### src/rtl/fifo_write_ctrl_pkg.sv
// Shared defaults and Gray helpers for the async FIFO.
// Used by both the write and read pointer controllers.
package fifo_write_ctrl_pkg;

  localparam int DEF_A_SIZE   = 4;
  localparam int DEF_AF_LEVEL = 12;

  // Functions work on 32-bit values.
  // Callers zero-extend their input and truncate the result.
  function automatic logic [31:0] bin2gray(
    input logic [31:0] b
  );
    return b ^ (b >> 1);
  endfunction

  function automatic logic [31:0] gray2bin(
    input logic [31:0] g
  );
    logic [31:0] b;
    b[31] = g[31];
    for (int i = 30; i >= 0; i--) begin
      b[i] = b[i+1] ^ g[i];
    end
    return b;
  endfunction

endpackage

### src/rtl/sync_2ff.sv
// Two-flop synchroniser with async active-low reset.
// Ports: clk_i, rst_ni, d_i (async in), q_o (synced out).
module sync_2ff #(
  parameter int W = 5
) (
  input  logic         clk_i,
  input  logic         rst_ni,
  input  logic [W-1:0] d_i,
  output logic [W-1:0] q_o
);

  logic [W-1:0] s1_q;
  logic [W-1:0] s2_q;

  always_ff @(posedge clk_i or negedge rst_ni) begin
    if (!rst_ni) begin
      s1_q <= '0;
      s2_q <= '0;
    end else begin
      s1_q <= d_i;
      s2_q <= s1_q;
    end
  end

  assign q_o = s2_q;

endmodule

### src/rtl/fifo_write_ctrl.sv
// Async FIFO write-side controller: pointers, full/almost_full,
// level, sticky overflow. Ports: wclk, wrstn, wen, rptr, ovf_clr
// in; wmem_en, waddr, wptr, full, almost_full, wlevel, overflow out.
module fifo_write_ctrl
  import fifo_write_ctrl_pkg::*;
#(
  parameter int A_SIZE   = DEF_A_SIZE,
  parameter int AF_LEVEL = DEF_AF_LEVEL
) (
  input  logic              wclk,
  input  logic              wrstn,
  input  logic              wen,
  input  logic [A_SIZE:0]   rptr,
  input  logic              ovf_clr,
  output logic              wmem_en,
  output logic [A_SIZE-1:0] waddr,
  output logic [A_SIZE:0]   wptr,
  output logic              full,
  output logic              almost_full,
  output logic [A_SIZE:0]   wlevel,
  output logic              overflow
);

  localparam int PW = A_SIZE + 1;

  logic [PW-1:0] wbin_q, wbin_d;
  logic [PW-1:0] wptr_q, wptr_d;
  logic [PW-1:0] lvl_q, lvl_d;
  logic [PW-1:0] wrptr2;
  logic [PW-1:0] rbin_s;
  logic [PW-1:0] full_cmp;
  logic          full_q, full_d;
  logic          af_q, af_d;
  logic          ovf_q, ovf_d;
  logic          acc;

  sync_2ff #(
    .W(PW)
  ) u_rsync (
    .clk_i (wclk),
    .rst_ni(wrstn),
    .d_i   (rptr),
    .q_o   (wrptr2)
  );

  assign acc    = wen & ~full_q;
  assign wbin_d = wbin_q + PW'(acc);
  assign wptr_d = PW'(bin2gray(32'(wbin_d)));
  assign rbin_s = PW'(gray2bin(32'(wrptr2)));

  // Full when the next write pointer sits one lap ahead of the
  // synced read pointer: Gray form has the top two bits inverted.
  assign full_cmp = {~wrptr2[A_SIZE:A_SIZE-1],
                     wrptr2[A_SIZE-2:0]};
  assign full_d   = (wptr_d == full_cmp);

  assign lvl_d = wbin_d - rbin_s;
  assign af_d  = 32'(lvl_d) >= 32'(AF_LEVEL);

  // A fresh overflow beats a simultaneous clear.
  assign ovf_d = (wen & full_q) | (ovf_q & ~ovf_clr);

  always_ff @(posedge wclk or negedge wrstn) begin
    if (!wrstn) begin
      wbin_q <= '0;
      wptr_q <= '0;
      lvl_q  <= '0;
      full_q <= 1'b0;
      af_q   <= 1'b0;
      ovf_q  <= 1'b0;
    end else begin
      wbin_q <= wbin_d;
      wptr_q <= wptr_d;
      lvl_q  <= lvl_d;
      full_q <= full_d;
      af_q   <= af_d;
      ovf_q  <= ovf_d;
    end
  end

  assign wmem_en     = acc;
  assign waddr       = wbin_q[A_SIZE-1:0];
  assign wptr        = wptr_q;
  assign full        = full_q;
  assign almost_full = af_q;
  assign wlevel      = lvl_q;
  assign overflow    = ovf_q;

endmodule

### config.mk
export PLATFORM = sky130hd
export DESIGN_NAME = fifo_write_ctrl
export DESIGN_NICKNAME = d
export VERILOG_FILES = /design/src/rtl/fifo_write_ctrl_pkg.sv /design/src/rtl/sync_2ff.sv /design/src/rtl/fifo_write_ctrl.sv
export SDC_FILE = /design/constraint.sdc
export NUM_CORES = 1
export LEC_CHECK = 0
export ABC_AREA = 1
export CAP_MARGIN = 20
export CELL_PAD_IN_SITES_DETAIL_PLACEMENT = 2
export CELL_PAD_IN_SITES_GLOBAL_PLACEMENT = 2
export CORE_MARGIN = 5
export CORE_UTILIZATION = 27
export CTS_CLUSTER_DIAMETER = 40
export DETAILED_ROUTE_END_ITERATION = 8
export GPL_ROUTABILITY_DRIVEN = 0
export GPL_TIMING_DRIVEN = 0
export PLACE_DENSITY_LB_ADDON = 0.1
export SETUP_SLACK_MARGIN = 0.1
export SYNTH_ARGS = -nofsm -noshare
export SYNTH_HDL_FRONTEND = slang
export SYNTH_SLANG_ARGS = --single-unit
### constraint.sdc
create_clock -name wclk -period 2.3 [get_ports wclk]
set_clock_uncertainty 0.1 [all_clocks]
set_input_delay 0.46 -clock wclk [delete_from_list [all_inputs] [get_ports wclk]]
set_output_delay 0.46 -clock wclk [all_outputs]
set_load 0.02 [all_outputs]
Word level (Yosys, flattened, before mapping)
Index checks and enable logic that the tools add are counted.

storage, ports and cells
  register bits = 28
  output and inout port bits = 18
  word-level logic and storage cells = 24
  input bits = 9

operators by class
  $add $sub $neg = 2
  bitwise logic cells = 12
  $lt $le $gt $ge = 1
  equal/unequal tests = 1

operators by type and width
  cell                  count
  $add A5 B1 Y5         1
  $eq A5 B5 Y1          1
  $ge A5 B4 Y1 const B  1
  $sub A5 B5 Y5         1
  $xor A5 B4 Y5         1
  $xor A1 B1 Y1         4
  $and A1 B1 Y1         3
  $not A1 Y1            2
  $not A2 Y2            1
  $or A1 B1 Y1          1

Logic depth before layout (Yosys ltp)
  depth in word-level cells = 6
  gate-level depth with buffers = 14
  mapped depth without buffers = 14

Modules after synthesis
From an unflattened synthesis, not the netlist that was laid out.

unflattened totals
  cell total of the unflattened synthesis = 129
  area total of the unflattened synthesis = 1214.9 um^2

modules (own cells, without submodules)
  module           area each (um^2)  sequential area each (um^2)  cells an instance  instances
  fifo_write_ctrl  964.7             425.4                        119                1
  sync_2ff         250.2             250.2                        10                 1

Worst setup path before layout
No wires, ideal clock.

  path kind = register to register
  start = register full_q (netlist: full)
  end = register af_q (netlist: almost_full)
  path buffers = 0
  setup slack = -0.329 ns
  library setup time = 0.124 ns
  clock period less this slack = 2.629 ns
  cell stages (with the launch flop) = 13
  data required time = 2.076 ns
  arrival time = 2.405 ns
  path through = dfrtp_1 > nor2_1 > ha_1 > ha_1 > nand2_1 > nand2_2 > inv_2 > ha_1 > nand2_1 > nor2_1 > a211oi_1 > or2_1 > nand3_1

between the ends
  longest elaborated chain between the ends = 5

RTL lines
  item                    line                   text
  from (decl)             fifo_write_ctrl.sv:32  logic full_q, full_d;
  from (signal assigned)  fifo_write_ctrl.sv:75  full_q <= full_d;
  $not A1 Y1              fifo_write_ctrl.sv:46  assign acc = wen & ~full_q;
  $and A1 B1 Y1           fifo_write_ctrl.sv:46
  net wmem_en             fifo_write_ctrl.sv:15  output logic wmem_en,
  $add A5 B1 Y5           fifo_write_ctrl.sv:47  assign wbin_d = wbin_q + PW'(acc);
  net wbin_d[2]           fifo_write_ctrl.sv:26  logic [PW-1:0] wbin_q, wbin_d;
  $sub A5 B5 Y5           fifo_write_ctrl.sv:57  assign lvl_d = wbin_d - rbin_s;
  $ge A5 B4 Y1            fifo_write_ctrl.sv:58  assign af_d = 32'(lvl_d) >= 32'(AF_LEVEL);
  net af_d                fifo_write_ctrl.sv:33  logic af_q, af_d;
  to (signal assigned)    fifo_write_ctrl.sv:69  af_q <= 1'b0;
  to (signal assigned)    fifo_write_ctrl.sv:76  af_q <= af_d;
  to (decl)               fifo_write_ctrl.sv:33

The timed path passes the listed nets, and every way through them passes these cells.

Worst setup path in the final report
  start = register u_rsync.s2_q[3] (netlist: u_rsync.q_o[3])
  end = register af_q (netlist: almost_full)

between the ends
  longest elaborated chain between the ends = 6

RTL lines
  item                         line                       text
  from (decl)                  sync_2ff.sv:13             logic [W-1:0] s2_q;
  from (signal assigned)       sync_2ff.sv:21             s2_q <= s1_q;
  $xor A1 B1 Y1 *              fifo_write_ctrl_pkg.sv:22  b[i] = b[i+1] ^ g[i];
  $xor A1 B1 Y1 (3 in series)  fifo_write_ctrl_pkg.sv:22
  $sub A5 B5 Y5 *              fifo_write_ctrl.sv:57
  $ge A5 B4 Y1 *               fifo_write_ctrl.sv:58
  net af_d                     fifo_write_ctrl.sv:33

Mark *: on every way through the listed nets, which the timed path passes. The rest lies on a longest branch.

==> load_flow_metrics.sql <==
INSERT INTO impl_metrics (metric_group, metric, value, unit) VALUES
('outcome', 'status', 'complete, no violations', ''),
('die', 'coreArea', '4380', 'um^2'),
('grt', 'grt_start_max_net_pins', '17', ''),
('layout', 'layout-area-overhead-vs-synth', '48.4', '%'),
('critical_path', 'timing.reg2reg.worst_path_depth', '13', ''),
('critical_path', 'cp_max_fo', '3', ''),
('critical_path', 'crit_arrival', '2.37', 'ns'),
('cts', 'worstSkewPairLatency', '0.27', 'ns'),
('die', 'die_y', '77.4', 'um'),
('timing', 'timing.slew.headroom', '57.7', '%'),
('grt', 'grt_pass1_vias', '1080', ''),
('critical_path', 'worstPathCellList', 'xnor2_2 -> or2_4 -> nand2_4 -> nand2_4 -> nand2_4 -> nand2_2 -> nand2_2 -> ha_4 -> fa_2 -> nor2_4 -> a211oi_2 -> or2_1 -> nand3_1', ''),
('cts', 'cts_buffer_depth', '2', ''),
('power_and_ir_drop', 'cell_internal_pwr', '1.51', 'mW'),
('worst_hold_path', 'timing.hold.worst_path_depth', '0', ''),
('power_and_ir_drop', 'power.density_cell_area', '1460', 'nW/um^2'),
('cts', 'clk_transition_reported_paths', '0.09', 'ns'),
('yosys', 'synthesis.area', '1220', 'um^2'),
('critical_path', 'slowest_delay', '0.41', 'ns'),
('worst_hold_path', 'hold_path.class', 'reg2reg', ''),
('die', 'placementRows', '24', ''),
('die', 'ios', '27', ''),
('yosys', 'synth_top_cell_area_share', '55.2', '%'),
('critical_path', 'critical_path.top_delay_family', 'simple AND/OR/NAND/NOR gates', ''),
('layout', 'drive_gt1_share', '28.5', '%'),
('yosys', 'synth-warning-count', '0', ''),
('power_and_ir_drop', 'power.share.combinational', '62.3', '%'),
('die', 'fp.dieW', '77.4', 'um'),
('worst_hold_path', 'min_to', 'u_rsync.q_o[1]', ''),
('timing', 'timing.hold.ws', '0.260', 'ns'),
('yosys', 'synth_area_leader_cell', 'dfrtp_1', ''),
('routing', 'via_per_inst', '4.52', ''),
('critical_path', 'timing.reg2reg.setup_slack', '0.04', 'ns'),
('yosys', 'synth_common_cells', 'nand2_1, dfrtp_1, inv_1', ''),
('routing', 'drt_first_iter_violations', '9', ''),
('yosys', 'synth.lib_cells_used.distinct', '21', ''),
('power_and_ir_drop', 'p_leak', '0.858', 'nW'),
('cts', 'cts.sink_count', '27', ''),
('cts', 'cts_inserted_buffers', '3', ''),
('layout', 'final_net_count', '182', ''),
('power_and_ir_drop', 'power.switching_fraction', '43.1', '%'),
('critical_path', 'cp_slowest_cell', 'dfrtp_1', ''),
('layout', 'final_std_cells_w_o_fill', '217', ''),
('cts', 'cts.hold.buffers_added', '0', ''),
('critical_path', 'critical_path.startpoint_type', 'flop', ''),
('layout', 'filler_cells_inserted', '481', ''),
('yosys', 'synth.ff_latch_count', '27', ''),
('die', 'floorplan.die_area', '5980', 'um^2'),
('run', 'max_cap_violations', '0', ''),
('timing', 'max_freq', '442', 'MHz'),
('place', 'portBuffers', '26', ''),
('place', 'placement.cell_area', '1640', 'um^2'),
('critical_path', 'cp.buffers_inverters', '0', ''),
('power_and_ir_drop', 'irDropWorstVdd', '0.573', 'mV'),
('timing', 'clock_period_minus_final_worst_setup_slack', '2.26', 'ns'),
('critical_path', 'worstSetupEndpointType', 'flop', ''),
('layout', 'finalInstanceArea', '1820', 'um^2'),
('yosys', 'yosys_most_used_dff', 'dfrtp_1', ''),
('critical_path', 'required_arrival_time_at_the_worst_endpoint', '2.41', 'ns'),
('timing', 'setup_total_negative_slack', '0', 'ns'),
('critical_path', 'critical_path.most_common_cell', 'nand2_4', ''),
('timing', 'report.final.hold_viol_count', '0', ''),
('timing', 'fin_crit_sh', '98.3', '%'),
('yosys', 'post_synth_edffs', '0', ''),
('yosys', 'synth.most_common_cell', 'nand2_1', ''),
('routing', 'drtAntennaViolNets', '0', ''),
('grt', 'globalRouteTotalUtil', '10.8', '%'),
('die', 'effective_utilization_at_floorplan', '27.9', '%'),
('timing', 'final_max_slew_viol_count', '0', ''),
('timing', 'worst-slew-pin-transition', '0.633', 'ns'),
('layout', 'antennaDiodeCount', '0', '');
[power by group through the flow]
stage	Combinational (mW)	Clock [mW]	Sequential, mW
floorplan	0.734	0	0.912
global placement	1.40	0	0.731
detailed placement	1.46	0	0.742
CTS	1.57	0.282	0.733
global route	1.83	0.310	0.753
finish	1.66	0.270	0.731
[layer usage]
| layer | vias up | global-route usage, % | routed length, um |
|---|---|---|---|
| met5 | - | 0 | 0 |
| met4 | 0 | 3.44 | 22 |
| met3 | 2 | 1.62 | 108 |
| met2 | 20 | 19.4 | 1710 |
| met1 | 489 | 13.2 | 1280 |
| li1 | 469 | - | - |
[cells by family (layout without fill, tap and decap cells)]
logic type | after synthesis | in the layout | synth area share, %
flops | 27 | 27 | 55.2
compound gates | 4 | 4 | 1.84
xor+xnor | 4 | 4 | 2.86
buf+inv | 19 | 58 | 6.13
simple gates | 65 | 65 | 26.3
fa+ha+maj | 7 | 7 | 7.76
[area by class of cell]
type                       count  area [um^2]  share of cell area, %
clock buffer                   3         41.3                   2.27
clock inverter                 1         5.00                  0.275
tap                           52         65.1                   3.58
inverter                      18         70.1                   3.85
multi-input combinational     80          606                   33.3
timing repair buffer          35          347                   19.1
buffer                         1         7.51                  0.413
sequential                    27          677                   37.2
[state kept, by name, summed over array words and instances, names as in the netlist]
register	count
u_rsync.s1_q	5
almost_full	1
wptr	4
overflow	1
u_rsync.q_o	5
full	1
wlevel	5
wbin_q	5
[metrics by stage]
stage,setup WS (ns),total power [mW],util [%]
floorplan,0.104,1.65,-
global placement,-0.550,2.13,36.8
detailed placement,-0.616,2.20,37.4
CTS,-0.0339,2.58,40.6
global route,-0.0895,2.89,41.5
finish,0.0388,2.66,41.5
[timing repair]
item                       4_1_cts  5_1_grt
pin swaps                       11       10
buffers inserted                 7        1
resized for setup                9        8
setup endpoints to repair        6        4
[worst max path at each step]
stage                   start          end  slack, ns  depth (start not counted)
6_report       u_rsync.q_o[3]  almost_full       0.04                         13
5_1_grt        u_rsync.q_o[3]  almost_full      -0.09                         13
4_1_cts        u_rsync.q_o[4]  almost_full      -0.03                         13
3_5_place_dp              wen  almost_full      -0.62                         15
3_3_place_gp              wen  almost_full      -0.55                         15
2_1_floorplan  u_rsync.q_o[3]  almost_full       0.10                         12
[cells in the final DEF, fill, tap and decap left out, drive strengths merged]
cell type / Yosys / final
buf: 1 / 10
xnor2: 2 / 2
clkdlybuf4s50: 0 / 25
nand2: 43 / 43
nand3: 12 / 12
o21ai: 2 / 2
ha: 6 / 6
xor2: 2 / 2
or2: 2 / 2
nor2: 4 / 4
clkbuf: 0 / 4
a21oi: 1 / 1
fa: 1 / 1
dfrtp: 27 / 27
a211oi: 1 / 1
nand4: 4 / 4
clkinv: 0 / 1
inv: 18 / 18
Power figures use the tool's default switching activity.
